--- src/rtl/mult_div_ctrl.sv ---
// mult_div_ctrl
// Iterative multiply/divide sequencer that produces the HI/LO values for the
// CPU's mult/div instructions without borrowing the main ALU.
//
// Ports:
//   clk, reset            : clock, synchronous active-high reset
//   start_mult, start_div : operation requests, sampled only while idle
//   op_a, op_b            : multiplicand/dividend and multiplier/divisor
//   hi, lo                : product halves, or remainder/quotient
//   busy                  : high while iterating or sign-fixing
//   done                  : one-cycle HI/LO write strobe
//   div_zero              : pulses together with done on a zero divisor
//
// Build option: define MULTDIV_UNSIGNED_EN to add the op_unsigned input,
// which selects unsigned multiply/divide.  Latencies do not depend on it.
module mult_div_ctrl #(
    parameter int WIDTH = 32,
    parameter int CNT_W = 6
) (
    input  logic             clk,
    input  logic             reset,
    input  logic             start_mult,
    input  logic             start_div,
`ifdef MULTDIV_UNSIGNED_EN
    input  logic             op_unsigned,
`endif
    input  logic [WIDTH-1:0] op_a,
    input  logic [WIDTH-1:0] op_b,
    output logic [WIDTH-1:0] hi,
    output logic [WIDTH-1:0] lo,
    output logic             busy,
    output logic             done,
    output logic             div_zero
);

    typedef enum logic [2:0] {IDLE, MULT, DIV, FIX, DONE} state_t;

    state_t state, state_next;

    logic [CNT_W-1:0] cnt;
    logic [WIDTH-1:0] operand;      // multiplicand, or divisor magnitude
    // An extra guard bit on the upper half keeps the Booth subtract from
    // overflowing on -2^(WIDTH-1) operands, and holds the unsigned carry.
    logic [WIDTH:0]   acc_hi;       // product upper half / partial remainder
    logic [WIDTH-1:0] acc_lo;       // multiplier/product lower half / quotient
    logic             q_1;
    logic             neg_q;
    logic             neg_r;
    logic             is_uns;
    logic             div_zero_r;
    logic             unsigned_req;
    logic             last_iter;

`ifdef MULTDIV_UNSIGNED_EN
    assign unsigned_req = op_unsigned;
`else
    assign unsigned_req = 1'b0;
`endif

    assign last_iter = (cnt == CNT_W'(WIDTH - 1));
    assign busy      = (state == MULT) || (state == DIV) || (state == FIX);
    assign done      = (state == DONE);
    assign div_zero  = div_zero_r;

    // Next-state logic; start_mult has priority over start_div.
    always_comb begin
        state_next = state;
        case (state)
            IDLE: begin
                if (start_mult)
                    state_next = MULT;
                else if (start_div)
                    state_next = (op_b == '0) ? DONE : DIV;
            end
            MULT:    if (last_iter) state_next = DONE;
            DIV:     if (last_iter) state_next = FIX;
            FIX:     state_next = DONE;
            DONE:    state_next = IDLE;
            default: state_next = IDLE;
        endcase
    end

    always_ff @(posedge clk) begin
        if (reset) state <= IDLE;
        else       state <= state_next;
    end

    // One multiply step: Booth (or plain shift/add when unsigned) followed by
    // a right shift of the whole {acc_hi, acc_lo, q_1} accumulator.
    logic [WIDTH:0]   mcand_ext;
    logic [WIDTH:0]   booth_sum;
    logic [WIDTH:0]   mult_hi_next;
    logic [WIDTH-1:0] mult_lo_next;
    logic             shift_in;

    always_comb begin
        mcand_ext = is_uns ? {1'b0, operand} : {operand[WIDTH-1], operand};
        booth_sum = acc_hi;
        if (is_uns) begin
            if (acc_lo[0]) booth_sum = acc_hi + mcand_ext;
        end else begin
            case ({acc_lo[0], q_1})
                2'b01:   booth_sum = acc_hi + mcand_ext;
                2'b10:   booth_sum = acc_hi - mcand_ext;
                default: booth_sum = acc_hi;
            endcase
        end
        shift_in     = is_uns ? 1'b0 : booth_sum[WIDTH];
        mult_hi_next = {shift_in, booth_sum[WIDTH:1]};
        mult_lo_next = {booth_sum[0], acc_lo[WIDTH-1:1]};
    end

    // One restoring-divide step.  The trial difference needs two extra bits:
    // the shifted remainder can reach nearly twice the divisor.
    logic [WIDTH:0]   rem_sh;
    logic [WIDTH+1:0] trial;
    logic [WIDTH:0]   div_hi_next;
    logic [WIDTH-1:0] div_lo_next;

    always_comb begin
        rem_sh      = {acc_hi[WIDTH-1:0], acc_lo[WIDTH-1]};
        trial       = {1'b0, rem_sh} - {2'b00, operand};
        div_hi_next = trial[WIDTH+1] ? rem_sh : trial[WIDTH:0];
        div_lo_next = {acc_lo[WIDTH-2:0], ~trial[WIDTH+1]};
    end

    // Operand magnitudes for signed divide.
    logic [WIDTH-1:0] a_mag, b_mag;
    always_comb begin
        a_mag = (!unsigned_req && op_a[WIDTH-1]) ? -op_a : op_a;
        b_mag = (!unsigned_req && op_b[WIDTH-1]) ? -op_b : op_b;
    end

    // Datapath registers.  hi/lo are loaded on the transition into DONE so
    // they are already valid while done is high, then hold until the next
    // completed operation.  A zero divisor leaves them untouched.
    always_ff @(posedge clk) begin
        if (reset) begin
            cnt        <= '0;
            operand    <= '0;
            acc_hi     <= '0;
            acc_lo     <= '0;
            q_1        <= 1'b0;
            neg_q      <= 1'b0;
            neg_r      <= 1'b0;
            is_uns     <= 1'b0;
            div_zero_r <= 1'b0;
            hi         <= '0;
            lo         <= '0;
        end else begin
            div_zero_r <= 1'b0;
            case (state)
                IDLE: begin
                    if (start_mult) begin
                        cnt     <= '0;
                        is_uns  <= unsigned_req;
                        operand <= op_a;
                        acc_hi  <= '0;
                        acc_lo  <= op_b;
                        q_1     <= 1'b0;
                    end else if (start_div) begin
                        cnt    <= '0;
                        is_uns <= unsigned_req;
                        if (op_b == '0) begin
                            div_zero_r <= 1'b1;
                        end else begin
                            operand <= b_mag;
                            acc_hi  <= '0;
                            acc_lo  <= a_mag;
                            neg_q   <= !unsigned_req && (op_a[WIDTH-1] ^ op_b[WIDTH-1]);
                            neg_r   <= !unsigned_req && op_a[WIDTH-1];
                        end
                    end
                end
                MULT: begin
                    cnt    <= cnt + 1'b1;
                    acc_hi <= mult_hi_next;
                    acc_lo <= mult_lo_next;
                    q_1    <= acc_lo[0];
                    if (last_iter) begin
                        hi <= mult_hi_next[WIDTH-1:0];
                        lo <= mult_lo_next;
                    end
                end
                DIV: begin
                    cnt    <= cnt + 1'b1;
                    acc_hi <= div_hi_next;
                    acc_lo <= div_lo_next;
                end
                FIX: begin
                    // Remainder sign follows the dividend; -2^31/-1 wraps
                    // naturally because the quotient magnitude is 2^31.
                    lo <= neg_q ? -acc_lo : acc_lo;
                    hi <= neg_r ? -acc_hi[WIDTH-1:0] : acc_hi[WIDTH-1:0];
                end
                default: ;
            endcase
        end
    end

endmodule

--- config.mk ---
export PLATFORM = sky130hd
export DESIGN_NAME = mult_div_ctrl
export DESIGN_NICKNAME = d
export VERILOG_FILES = /design/src/rtl/mult_div_ctrl.sv
export SDC_FILE = /design/constraint.sdc
export NUM_CORES = 1
export LEC_CHECK = 0
export BUFFER_PORTS_ARGS = -buffer_cell sky130_fd_sc_hd__buf_2
export CORE_UTILIZATION = 55
export DETAILED_ROUTE_END_ITERATION = 6
export PLACE_DENSITY = 0.72
export SETUP_SLACK_MARGIN = 0.3
export SLEW_MARGIN = 10
export SYNTH_ARGS = -nofsm -noshare
export SYNTH_HDL_FRONTEND = slang
export SYNTH_SLANG_ARGS = --single-unit
--- constraint.sdc ---
create_clock -name clk -period 12.7 [get_ports clk]
set_clock_uncertainty 0.05 [all_clocks]
set_input_delay 2.54 -clock clk [delete_from_list [all_inputs] [get_ports clk]]
set_output_delay 2.54 -clock clk [all_outputs]
set_load 0.005 [all_outputs]
# After elaboration in Yosys (flattened, before gate mapping)
# Index checks and enable logic that the tools add are counted.
# word_totals
reg_bits,175
elab_cells,97
# classes
add_sub_neg,8
n_eq_ne,13
mux,39
bitwise,6
reduce_logical,19
# ops
cell,count
32-bit 2-to-1 mux,12
33-bit 2-to-1 mux,7
32-bit negation,4
32-bit one-hot mux with 2 select lines,2
33-bit one-hot mux with 3 select lines,1
32-bit one-hot mux with 3 select lines,1
33-bit one-hot mux with 2 select lines,1
33-bit by 32-bit subtractor with 34-bit output,1
33-bit adder,1
33-bit subtractor,1
32-bit zero test,1
3-bit 2-to-1 mux,5
6-bit 2-to-1 mux,2
3-bit one-hot mux with 4 select lines,1
6-bit one-hot mux with 2 select lines,1
3-bit AND reduction,3
"2-bit inequality test, second input constant",4
2-bit AND reduction,4
2-bit nonzero test,4
"6-bit by 1-bit adder with 6-bit output, second input constant",1
"3-bit by 2-bit equality test with 1-bit output, second input constant",2
"6-bit by 5-bit equality test with 1-bit output, second input constant",1
"3-bit inequality test, second input constant",2
1-bit 2-to-1 mux,5
other kinds (13),18

# Depth between registers and ports, before layout
# Gate-level depths: netlist of run 1.
# logic_depth
word_depth,6
mapped_depth,19

# Least setup slack after synthesis of run 1
# OpenSTA, ideal clock, no wires.
# synth_timing
path_type,input -> register
start,in op_a[8]
end,reg acc_lo[27]
arrival_time_ns,4.864
required_ns,12.538
path_slack_ns,7.674
cell_stages,9
path_cell_list,or4_1 -> or4_1 -> or3_4 -> nand2b_4 -> o31ai_2 -> xor2_1 -> nor2_1 -> a211oi_1 -> a2111oi_1
# synth_via
elab_chain_len,6
# synth_rtl
item,line,text
"start, declared",27,"input logic [WIDTH-1:0] op_a,"
32-bit negation,130,a_mag = (!unsigned_req && op_a[WIDTH-1]) ? -op_a : op_a;
32-bit 2-to-1 mux,130,
32-bit 2-to-1 mux,164,if (op_b == '0) begin
32-bit 2-to-1 mux,161,end else if (start_div) begin
32-bit 2-to-1 mux,154,if (start_mult) begin
32-bit one-hot mux with 3 select lines,152,case (state)
"end signal, assigned",159,acc_lo <= op_b;
"end signal, assigned",169,acc_lo <= a_mag;
"end signal, assigned",178,acc_lo <= mult_lo_next;
"end, declared",45,logic [WIDTH-1:0] acc_lo;
# No other way between the ends. The select of a mux whose other input is x is not followed.
# A chain may end at the register's enable or synchronous reset.

# Worst setup path in the final report of run 1
# layout_timing
start,in op_b[7]
end,reg acc_hi[31]
# layout_via
elab_chain_len,3
# layout_rtl
item,line,text
"start, declared",28,"input logic [WIDTH-1:0] op_b,"
32-bit zero test,164,
3-bit inequality test (no line),n/a,
3-bit AND reduction (no line),n/a,
"end signal, assigned",177,acc_hi <= mult_hi_next;
"end signal, assigned",187,acc_hi <= div_hi_next;
"end, declared",44,logic [WIDTH:0] acc_hi;
# No other way between the ends.

==> key figures, run 1 <==
Timing
  – Fin crit period: 5360 ps
  – Final worst path period share: 0.422
  – RSZ-0062 raised after global routing: no
  – Setup TNS Final: 0 ps
  – Rel. slew slack: 0.244
  – Worst setup margin: 7340 ps
  – Max Fclk: 0.187 GHz
  – Slew Viols, Final: 0
  – Final setup violating endpoints: 0
  – Worst-Margin Slew: 1130 ps
  – Final Hold Fails: 0

Drt
  – Avg Vias per Cell: 6.53
  – Drt first-iter violations: 1746
  – Vias: 16500
  – DR WL/cell: 21.7 um
  – DRT antenna net count: 0
  – Pre-antenna DRT Iters: 6
  – Wirelength, routed: about 55 mm
  – # DRC: 0

Floorplanning
  – Io pins: 135
  – Die H: 169 um
  – DIE WIDTH: around 170 um
  – Core area: around 27000 um2
  – Rows: 60
  – Die footprint: roughly 29000 um2
  – Starting density of the core: 0.565

Global route
  – Initial antenna violation count: 2
  – GRT Total Usage: 0.381
  – Pin count of the biggest net entering global routing: 92
  – Grt ovf: 0
  – First-pass GRT wire length: approximately 85 mm
  – Vias in the first global route: 15000

Worst setup path
  – CP Cell Sequence: buf_2 > or4_4 > or3_4 > nor3_2 > nand4b_1 > o21ai_2 > buf_4 > a21o_1 > nor3_1 > mux2i_1 > nand3_1
  – Worst Setup Start Kind: primary input
  – CP top delay family: simple AND/OR/NAND/NOR gates
  – WP buf/inv: 2
  – CP Class: primary input to flip-flop
  – Worst Path Required: 12990 ps
  – Arrival time worst endpoint: 5650 ps
  – CP max stage delay: between 500 and 600 ps
  – Slowest CP cell: buf_4
  – Crit path capture type: flip-flop
  – Critical path fanouts, max: 36

Power and ir drop
  – Switching Share: 0.550
  – Internal: 2.36 mW
  – Maximum vdd drop: 0.000143 V
  – Clk network pwr share: 0.107
  – Combinational Power Share: 0.697
  – Static leakage: roughly 6.6 nW
  – P per Cell Area: 314 nW/um2
  – Seq pwr share: 0.196
  – Net switching power: 2.87 mW

Place
  – HPWL after detailed placement: 40.5 mm
  – IO buf count: 134
  – Placed cell count: ~2500
  – GP Congestion: just under 1
  – DP Worst Slack: 6910 ps

Hold path
  – Min-Delay Path Class: flip-flop to flip-flop

Synthesis
  – Flops & latches, synth: 174
  – Synth area leader: dfxtp_1
  – Syn Area/Cell: 7.24 um2
  – Number of synthesized flops with an enable pin: 0
  – Post-Synthesis Cells: 2122
  – Top-area cell type share of the netlist area: 0.227
  – Yosys cell types: 88
  – Simple-gate share of the synthesized area: 0.226
  – Main synth FF type: dfxtp_1
  – Ys async rst share: 0
  – Cell area after synthesis: 15400 um2
  – Syn Nets: 2263
  – Synth warn: 0
  – Synth top area cells: dfxtp_1 23%, nand2_1 7.0%, xnor2_1 6.8%, ha_1 5.8%, a21oi_1 5.3%
  – Synth Area in XOR/XNOR: 0.112
  – Synth Area in Compound Gates: 0.297
  – Synth top cells by count: 287 x nand2_1, 201 x nor2_1, 174 x dfxtp_1
  – Synth Area in Adders: 0.0604
  – Largest family of logic cells by synthesized area: compound AO/OA/AOI/OAI gates
  – Sequential area share after synthesis: 0.227
  – Cell with the most instances after synthesis: nand2_1
  – Post-synthesis mux area share: 0.0250

Clock network
  – H-tree level count: 4
  – Setup Fix Bufs, Post-CTS: 0
  – CTS tree: yes
  – CTS root buffer: clkbuf_16
  – Hold buffer count at cts: 0
  – Clock tree buffer depth: 2
  – Cts repair resizes: 0
  – Total clock sinks: 174
  – Clock slew at reported path FFs: 80 ps
  – Num CTS Buffers: 17
  – Clk Latency, worst-skew pair: 450 ps

Job
  – Maxcap violations: 0

Status
  – Status: finished clean

Layout
  – Layout cells sized above 1: 0.102
  – ANT cells: 0
  – Synthesis-to-finish area growth: 8.49%
  – Nets: 2281
  – Non-filler cells in the finished layout: 2524
[cells in the final DEF, fill, tap and decap left out, types with 7 or more instances in the layout]
master and instances:
and2_1 11, a211oi_1 28, o22ai_1 14, nand2b_1 35, xor2_1 76, o21ai_0 113, or4_1 11, o211ai_1 28
nor2_1 199, o41ai_1 18, a21oi_1 163, nor3_1 44, dfxtp_1 174, nand4_1 15, buf_2 132, a222oi_1 16
a2111oi_0 7, a22oi_1 23, xnor2_1 120, a221oi_1 19, and3_1 16, ha_1 71, a21o_1 40, clkbuf_16 17
o31ai_1 37, a41oi_1 7, nor4_1 19, or3_1 20, o21a_1 11, a221o_1 9, nand3_1 31, mux2i_1 26
a311oi_1 32, o21ai_1 46, a31oi_1 25, buf_4 21, nor2b_1 14, inv_1 58, nand2_1 286
[cell type report]
class                   count  area, um2
multi-input cells        1736      11100
fillers                  2552      10500
flip-flops and latches    174       3480
repair buffers            153        818
well taps                 372        465
clock buffers              17        425
inverters                  58        218
clock inverters            14        176
[worst min-delay path: stages (launching register included)]
cell	delay (ps)
dfxtp_1	310
nand2_1	50
a21oi_1	50
[cell families (layout without fill, tap and decap cells)]
group	Yosys count	after routing
multiplexers	37	37
adder cells (fa/ha/maj)	73	73
flip-flops	174	174
AND/OR/NAND/NOR	746	746
AO/OA/AOI/OAI	684	684
XOR/XNOR	196	196
buffers and inverters	212	242
[path summary, 6_finish.rpt]
kind / start / endpoint / slack (ps) / cells past startpoint
max reg2reg: operand[8]$_SDFFE_PP0P_ / hi[31]$_SDFFE_PP0P_ / 7800 / 16
min: lo[0]$_SDFFE_PP0P_ / lo[0]$_SDFFE_PP0P_ / 410 / 2
max: op_b[7] / acc_hi[31]$_SDFFE_PP0P_ / 7340 / 11
min reg2reg: lo[0]$_SDFFE_PP0P_ / lo[0]$_SDFFE_PP0P_ / 410 / 2
[state kept, by name, indices dropped and copies added (netlist names), 3 cells and up]
signal,flops
hi,32
acc_lo,32
state,3
cnt,6
lo,32
acc_hi,33
operand,32
[power groups by stage]
stage	sequential, mW	clock (mW)	combinational, mW
after CTS	1.01	0.561	3.57
after floorplan	0.836	0	2.76
final	1.02	0.558	3.65
after detailed placement	1.02	0	3.54
after global routing	1.04	0.579	3.96
after global placement	1.02	0	3.50
[per-stage QoR]
stage	util	hold WS (ps)	cell area [um2]	power (mW)
2_1_floorplan	-	403	15400	3.60
3_3_place_gp	0.591	390	16100	4.52
3_5_place_dp	0.591	398	16100	4.56
4_1_cts	0.613	409	16700	5.14
5_1_grt	0.613	445	16700	5.58
6_report	0.613	405	16700	5.23
[layer usage]
| layer | global-route usage | wire [um] | up-vias |
|---|---|---|---|
| met5 | 0 | 25 | - |
| met4 | 0.228 | 3390 | 4 |
| met3 | 0.0638 | 4100 | 178 |
| met2 | 0.617 | 25000 | 780 |
| met1 | 0.475 | 22200 | 7732 |
| li1 | - | - | 7783 |
(Power assumes the default switching activity.)
==> run 2: changes to the inputs <==
Settings changed: PLACE_DENSITY 0.72 to 0.75.
Clock period 12.7 ns to 4.4 ns, I/O delays scaled along.
==> key figures, run 2 (synthesis gave the netlist of run 1 again) <==
Status
  – Status: finished clean (unchanged)

Floorplanning
  – Io pins: 135 (unchanged)
  – Die footprint: 28600 um2 (unchanged)
  – Core area: 27200 um2 (unchanged)
  – Starting density of the core: 0.565 (unchanged)
  – Die H: 169 um (unchanged)
  – DIE WIDTH: 169 um (unchanged)
  – Rows: 60 (unchanged)

Power and ir drop
  – Maximum vdd drop: 0.000389 V (was 0.000143 V)
  – Clk network pwr share: 0.097 (was 0.107)
  – P per Cell Area: 930 nW/um2 (was 314 nW/um2)
  – Internal: 7.35 mW (was 2.36 mW)
  – Net switching power: 8.79 mW (was 2.87 mW)
  – Switching Share: 0.545 (was 0.550)
  – Static leakage: 6.97 nW (was 6.61 nW)
  – Seq pwr share: 0.173 (was 0.196)
  – Combinational Power Share: 0.729 (was 0.697)
  – Final Power: 16.1 mW (was 5.23 mW)

Layout
  – Synthesis-to-finish area growth: 13.0% (was 8.49%)
  – Final Cell Area: 17400 um2 (was 16700 um2)
  – Final Core Density: 0.638 (was 0.613)
  – Fill cell count: 2523 (was 2552)
  – Non-filler cells in the finished layout: 2586 (was 2524)
  – Nets: 2340 (was 2281)
  – Most frequent cells in the layout: 286 x nand2_1, 198 x nor2_1, 170 x dfxtp_1 (was 286 x nand2_1, 199 x nor2_1, 174 x dfxtp_1)
  – Commonest non-fill, non-tap cell in the layout: nand2_1 (unchanged)
  – Layout cells sized above 1: 0.147 (was 0.102)
  – Register area: 3490 um2 (was 3480 um2)
  – Largest register by flop count: acc_hi (unchanged)
  – Largest register FFs: 33 (unchanged)
  – Area of the multi-input gates: 11300 um2 (was 11100 um2)

Worst setup path
  – CP startpoint: operand[8]$_SDFFE_PP0P_ (was op_b[7])
  – Worst Setup Start Kind: flip-flop (was primary input)
  – Crit path capture type: flip-flop (unchanged)
  – Slowest CP cell: ha_2 (was buf_4)
  – Arrival time worst endpoint: 4350 ps (was 5650 ps)
  – CP Class: flip-flop to flip-flop (was primary input to flip-flop)
  – R2r setup slk: 370 ps (was 7800 ps)
  – Worst Path Required: 4710 ps (was 12990 ps)
  – CP Cell Sequence: nor4_2 > buf_4 > nand3_2 > nor4_4 > and2_4 > and3_1 > a21oi_1 > xnor2_1 > ha_2 > and3_4 > and3_2 > nand4_1 > o2bb2ai_1 > mux2_2 > o31a_1 > a311oi_1 (was buf_2 > or4_4 > or3_4 > nor3_2 > nand4b_1 > o21ai_2 > buf_4 > a21o_1 > nor3_1 > mux2i_1 > nand3_1)
  – CP max stage delay: 410 ps (was 550 ps)
  – Reg2reg start: operand[8]$_SDFFE_PP0P_ (unchanged)
  – Critical path fanouts, max: 7 (was 36)

Global route
  – Grt met3 use: 0.0697 (was 0.0638)
  – Met1 GRT Util: 0.514 (was 0.475)
  – Initial antenna violation count: 3 (was 2)
  – Grt ovf: 0 (unchanged)
  – GR Layer Usage met2: 0.672 (was 0.617)
  – Grt peak-use layer: met2 (unchanged)
  – First-pass GRT wire length: 90.3 mm (was 85.1 mm)
  – Vias in the first global route: 15600 (was 15000)
  – Pin count of the biggest net entering global routing: 67 (was 92)
  – GRT Total Usage: 0.411 (was 0.381)

Hold path
  – Hold Crit Start: hi[0]$_SDFFE_PP0P_ (was lo[0]$_SDFFE_PP0P_)
  – Min-Delay Path Class: flip-flop to flip-flop (unchanged)

Timing
  – Slew Viols, Final: 0 (unchanged)
  – Fin crit period: between 4000 and 5000 ps
  – Final worst path period share: 0.917
  – Setup TNS Final: 0 ps (unchanged)
  – Hold Slack: 405 ps (about the same)
  – Worst setup margin: 366 ps (was 7340 ps)
  – RSZ-0062 raised after global routing: no (unchanged)
  – Worst-Margin Slew: 1170 ps (was 1130 ps)
  – Max Fclk: 0.248 GHz
  – Final Hold Fails: 0 (unchanged)
  – Rel. slew slack: 0.215 (was 0.244)
  – Final setup violating endpoints: 0 (unchanged)

Place
  – DP Worst Slack: 323 ps (was 6910 ps)
  – GP Congestion: 1.03 (was 0.994)
  – HPWL after detailed placement: 44.8 mm (was 40.5 mm)
  – Placed cell count: 2546 (was 2493)
  – IO buf count: 134 (unchanged)
  – Area after DPL: 16500 um2 (was 16100 um2)

Drt
  – Avg Vias per Cell: 6.55 (was 6.53)
  – DR WL/cell: 22.9 um (was 21.7 um)
  – Vias: 17000 (was 16500)
  – Pre-antenna DRT Iters: 7 (was 6)
  – Wirelength, routed: 59.3 mm (was 54.8 mm)
  – # DRC: 0 (unchanged)
  – DRT antenna net count: 0 (unchanged)
  – Drt first-iter violations: 2249 (was 1746)

Clock network
  – CTS tree: yes (unchanged)
  – Num CTS Buffers: 17 (unchanged)
  – H-tree level count: 4 (unchanged)
  – Total clock sinks: 174 (unchanged)
  – Clock tree buffer depth: 2 (unchanged)
  – Clk Latency, worst-skew pair: 460 ps (was 450 ps)
  – Clock slew at reported path FFs: 80 ps (about the same)
  – CTS root buffer: clkbuf_16 (unchanged)

Job
  – Maxcap violations: 0 (unchanged)
-- run 2: cell count changes in the layout (fill, tap and decap cells not counted), moves of 4 or more --
cell,change
ha_2,+5
xnor2_1,-5
dfxtp_2,+4
buf_4,+57
xnor2_2,+5
dfxtp_1,-4
and3_1,-4
ha_1,-6
-- run 2: what timing repair did --
item / CTS / global route
setup buffers: 0 / 6
setup endpoints to repair: 1 / 26
gates cloned: 0 / 0
pin swaps: 0 / 11
gates resized for setup: 1 / 55
hold buffers: 0 / 0
-- run 2: worst paths after layout --
kind	to	cells after the start
setup / recovery	acc_hi[29]$_SDFFE_PP0P_	16
hold / removal	hi[0]$_SDFFE_PP0P_	2
setup reg to reg	acc_hi[29]$_SDFFE_PP0P_	16
hold reg to reg	hi[0]$_SDFFE_PP0P_	2
-- run 2: power groups by stage --
stage	registers, mW	clock network (mW)	logic, mW
after floorplan	2.41	0	7.97
after global placement	2.77	0	11.0
after detailed placement	2.78	0	11.0
after CTS	2.75	1.57	11.1
after global routing	2.85	1.64	12.7
final	2.79	1.57	11.8
-- run 2: critical path: cells and delay by family, from the launching register on --
family	cells	cell delay, ps
xor gates and xnor gates	1	140
AOI/OAI and AO/OA	4	790
buffers and inverters	1	180
muxes	1	380
DFF	1	350
adders and majority gates	1	410
and+or+nand+nor	8	1650
-- run 2: final cells by class --
type / instances / area share
multi-input cells: 1736 / 0.651
flip-flops and latches: 174 / 0.201
repair buffers: 212 / 0.0741
well taps: 372 / 0.0268
clock buffers: 18 / 0.0253
inverters: 58 / 0.0125
clock inverters: 13 / 0.00837
diodes: 3 / 0.000433
-- run 2: routing by layer --
metal / share of wire / up-vias
li1: - / 7900
met1: 0.40 / 7935
met2: 0.45 / 937
met3: 0.089 / 178
met4: 0.061 / 0
met5: 0 / -
==> run 3: changes to the inputs <==
Settings changed: PLACE_DENSITY 0.75 to 0.72.
Clock period 4.4 ns to 4.3 ns, I/O delays scaled along.
==> key figures, run 3 (synthesis gave the netlist of run 1 again) <==
Floorplanning
  – DIE WIDTH: 169 um (unchanged)
  – Core area: 27200 um2 (unchanged)
  – Starting density of the core: 0.565 (unchanged)
  – Rows: 60 (unchanged)
  – Io pins: 135 (unchanged)
  – Die footprint: 28600 um2 (unchanged)
  – Die H: 169 um (unchanged)

Timing
  – Worst setup margin: 293 ps (was 366 ps)
  – Rel. slew slack: 0.155 (was 0.215)
  – Slew Viols, Final: 0 (unchanged)
  – Final setup violating endpoints: 0 (unchanged)
  – RSZ-0062 raised after global routing: yes (was no)
  – Final Hold Fails: 0 (unchanged)
  – Final worst path period share: 0.932 (was 0.917)
  – Worst-Margin Slew: 1270 ps (was 1170 ps)
  – Max Fclk: 0.250 GHz (was 0.248 GHz)
  – Setup TNS Final: 0 ps (unchanged)
  – Fin crit period: 4010 ps (was 4030 ps)

Place
  – IO buf count: 134 (unchanged)
  – GP Congestion: 1.07 (was 1.03)
  – Placed cell count: 2548 (was 2546)
  – HPWL after detailed placement: 44.8 mm (about the same)
  – DP Worst Slack: 176 ps (was 323 ps)

Worst setup path
  – Crit path capture type: flip-flop (unchanged)
  – Worst Setup Start Kind: flip-flop (unchanged)
  – Arrival time worst endpoint: 4340 ps (was 4350 ps)
  – CP Class: flip-flop to flip-flop (unchanged)
  – Worst Path Required: 4630 ps (was 4710 ps)
  – Critical path fanouts, max: 7 (unchanged)

Power and ir drop
  – Static leakage: 7.03 nW (was 6.97 nW)
  – P per Cell Area: 955 nW/um2 (was 930 nW/um2)
  – Maximum vdd drop: 0.000553 V (was 0.000389 V)

Clock network
  – Num CTS Buffers: 17 (unchanged)
  – Clock tree buffer depth: 2 (unchanged)
  – H-tree level count: 4 (unchanged)
  – Total clock sinks: 174 (unchanged)
  – Clock slew at reported path FFs: 80 ps (about the same)
  – Hold buffer count at cts: 0 (unchanged)
  – CTS root buffer: clkbuf_16 (unchanged)
  – Clk Latency, worst-skew pair: 460 ps (about the same)
  – CTS tree: yes (unchanged)

Layout
  – Layout cells sized above 1: 0.154 (was 0.147)
  – Commonest non-fill, non-tap cell in the layout: nand2_1 (unchanged)
  – Largest register FFs: 33 (unchanged)
  – Non-filler cells in the finished layout: 2604 (was 2586)
  – ANT cells: 0 (was 3)
  – Fill cell count: 2561 (was 2523)
  – Synthesis-to-finish area growth: 13.8% (was 13.0%)
  – Nets: 2360 (was 2340)
  – Most frequent cells in the layout: 286 x nand2_1, 199 x nor2_1, 169 x dfxtp_1 (was 286 x nand2_1, 198 x nor2_1, 170 x dfxtp_1)
  – Largest register by flop count: acc_hi (unchanged)

Global route
  – Grt ovf: 0 (unchanged)
  – First-pass GRT wire length: 89.8 mm (was 90.3 mm)
  – Vias in the first global route: 15600 (about the same)
  – Pin count of the biggest net entering global routing: 85 (was 67)
  – GRT Total Usage: 0.409 (was 0.411)
  – Initial antenna violation count: 0 (was 3)

Drt
  – Wirelength, routed: 59.7 mm (was 59.3 mm)
  – Avg Vias per Cell: 6.51 (was 6.55)
  – DR WL/cell: 22.9 um (about the same)
  – Vias: 16900 (was 17000)
  – DRT antenna net count: 0 (unchanged)
  – Drt first-iter violations: 1680 (was 2249)
  – # DRC: 0 (unchanged)
  – Pre-antenna DRT Iters: 6 (was 7)

Job
  – Maxcap violations: 0 (unchanged)

Hold path
  – Min-Delay Path Class: flip-flop to flip-flop (unchanged)

Status
  – Status: finished clean (unchanged)
[run 3: changes by cell type in the layout (fill, tap and decap cells not counted), sizes merged]
cell / before / now
buf: 212 / 232
bufinv: 0 / 2
clkbuf: 18 / 19
clkinv: 4 / 3
clkinvlp: 1 / 2
diode: 3 / 0
inv: 66 / 64
[run 3: area by class of cell]
cell class,count,area [um2],share of cell area
repair buffers,232,1420,0.0814
flip-flops and latches,174,3490,0.200
clock inverters,13,171,0.00980
inverters,58,218,0.0124
clock buffers,19,433,0.0248
multi-input cells,1736,11300,0.645
well taps,372,465,0.0266
[run 3: path summary, 6_finish.rpt]
| path | from | endpoint | slack [ps] | cells after the start |
|---|---|---|---|---|
| worst max register to register | operand[5]$_SDFFE_PP0P_ | hi[22]$_SDFFE_PP0P_ | 290 | 20 |
| worst min register to register | hi[0]$_SDFFE_PP0P_ | hi[0]$_SDFFE_PP0P_ | 410 | 2 |
| worst min-delay path | hi[0]$_SDFFE_PP0P_ | hi[0]$_SDFFE_PP0P_ | 410 | 2 |
| worst max-delay path | operand[5]$_SDFFE_PP0P_ | hi[22]$_SDFFE_PP0P_ | 290 | 20 |
[run 3: report_power, final]
part	switching (mW)	leakage (nW)	internal [mW]
registers	0.799	1.42	2.05
clock network	0.786	0.289	0.883
logic	7.47	5.32	4.72
[run 3: layer usage]
layer	routed length (um)	vias up	track usage	share of wire
met5	0	-	0	0
met4	4340	0	0.269	0.073
met1	23400	7957	0.482	0.39
li1	-	7921	-	-
met3	4690	214	0.0767	0.079
met2	27300	853	0.678	0.46
[run 3: critical path, cell delays in order, from the launching register on]
cell      delay, ps
dfxtp_1         330
inv_1           110
nand4_1         170
nor4_2          280
buf_4           200
buf_4           120
a31oi_1          90
xnor2_1         320
ha_1            330
buf_4           150
nand2_1          70
o211ai_1        120
a221oi_2        320
buf_4           180
o31ai_4          50
buf_4           170
a2111o_1        370
o211ai_1        140
buf_4           170
nor2_1           40
o22ai_1         140
[run 3: per-stage QoR]
step	total power [mW]	util	instance area, um2	hold WS, ps
after floorplan	10.6	-	15400	403
after global placement	14.0	0.607	16500	391
after detailed placement	14.1	0.607	16500	402
after CTS	15.8	0.629	17100	412
after global routing	17.7	0.643	17500	427
final	16.7	0.643	17500	412
[run 3: what timing repair did]
action	in CTS	in global routing
gates cloned	0	0
pin swaps	1	36
buffers inserted	0	24
resized for setup	3	59
endpoints found under the setup margin	8	30
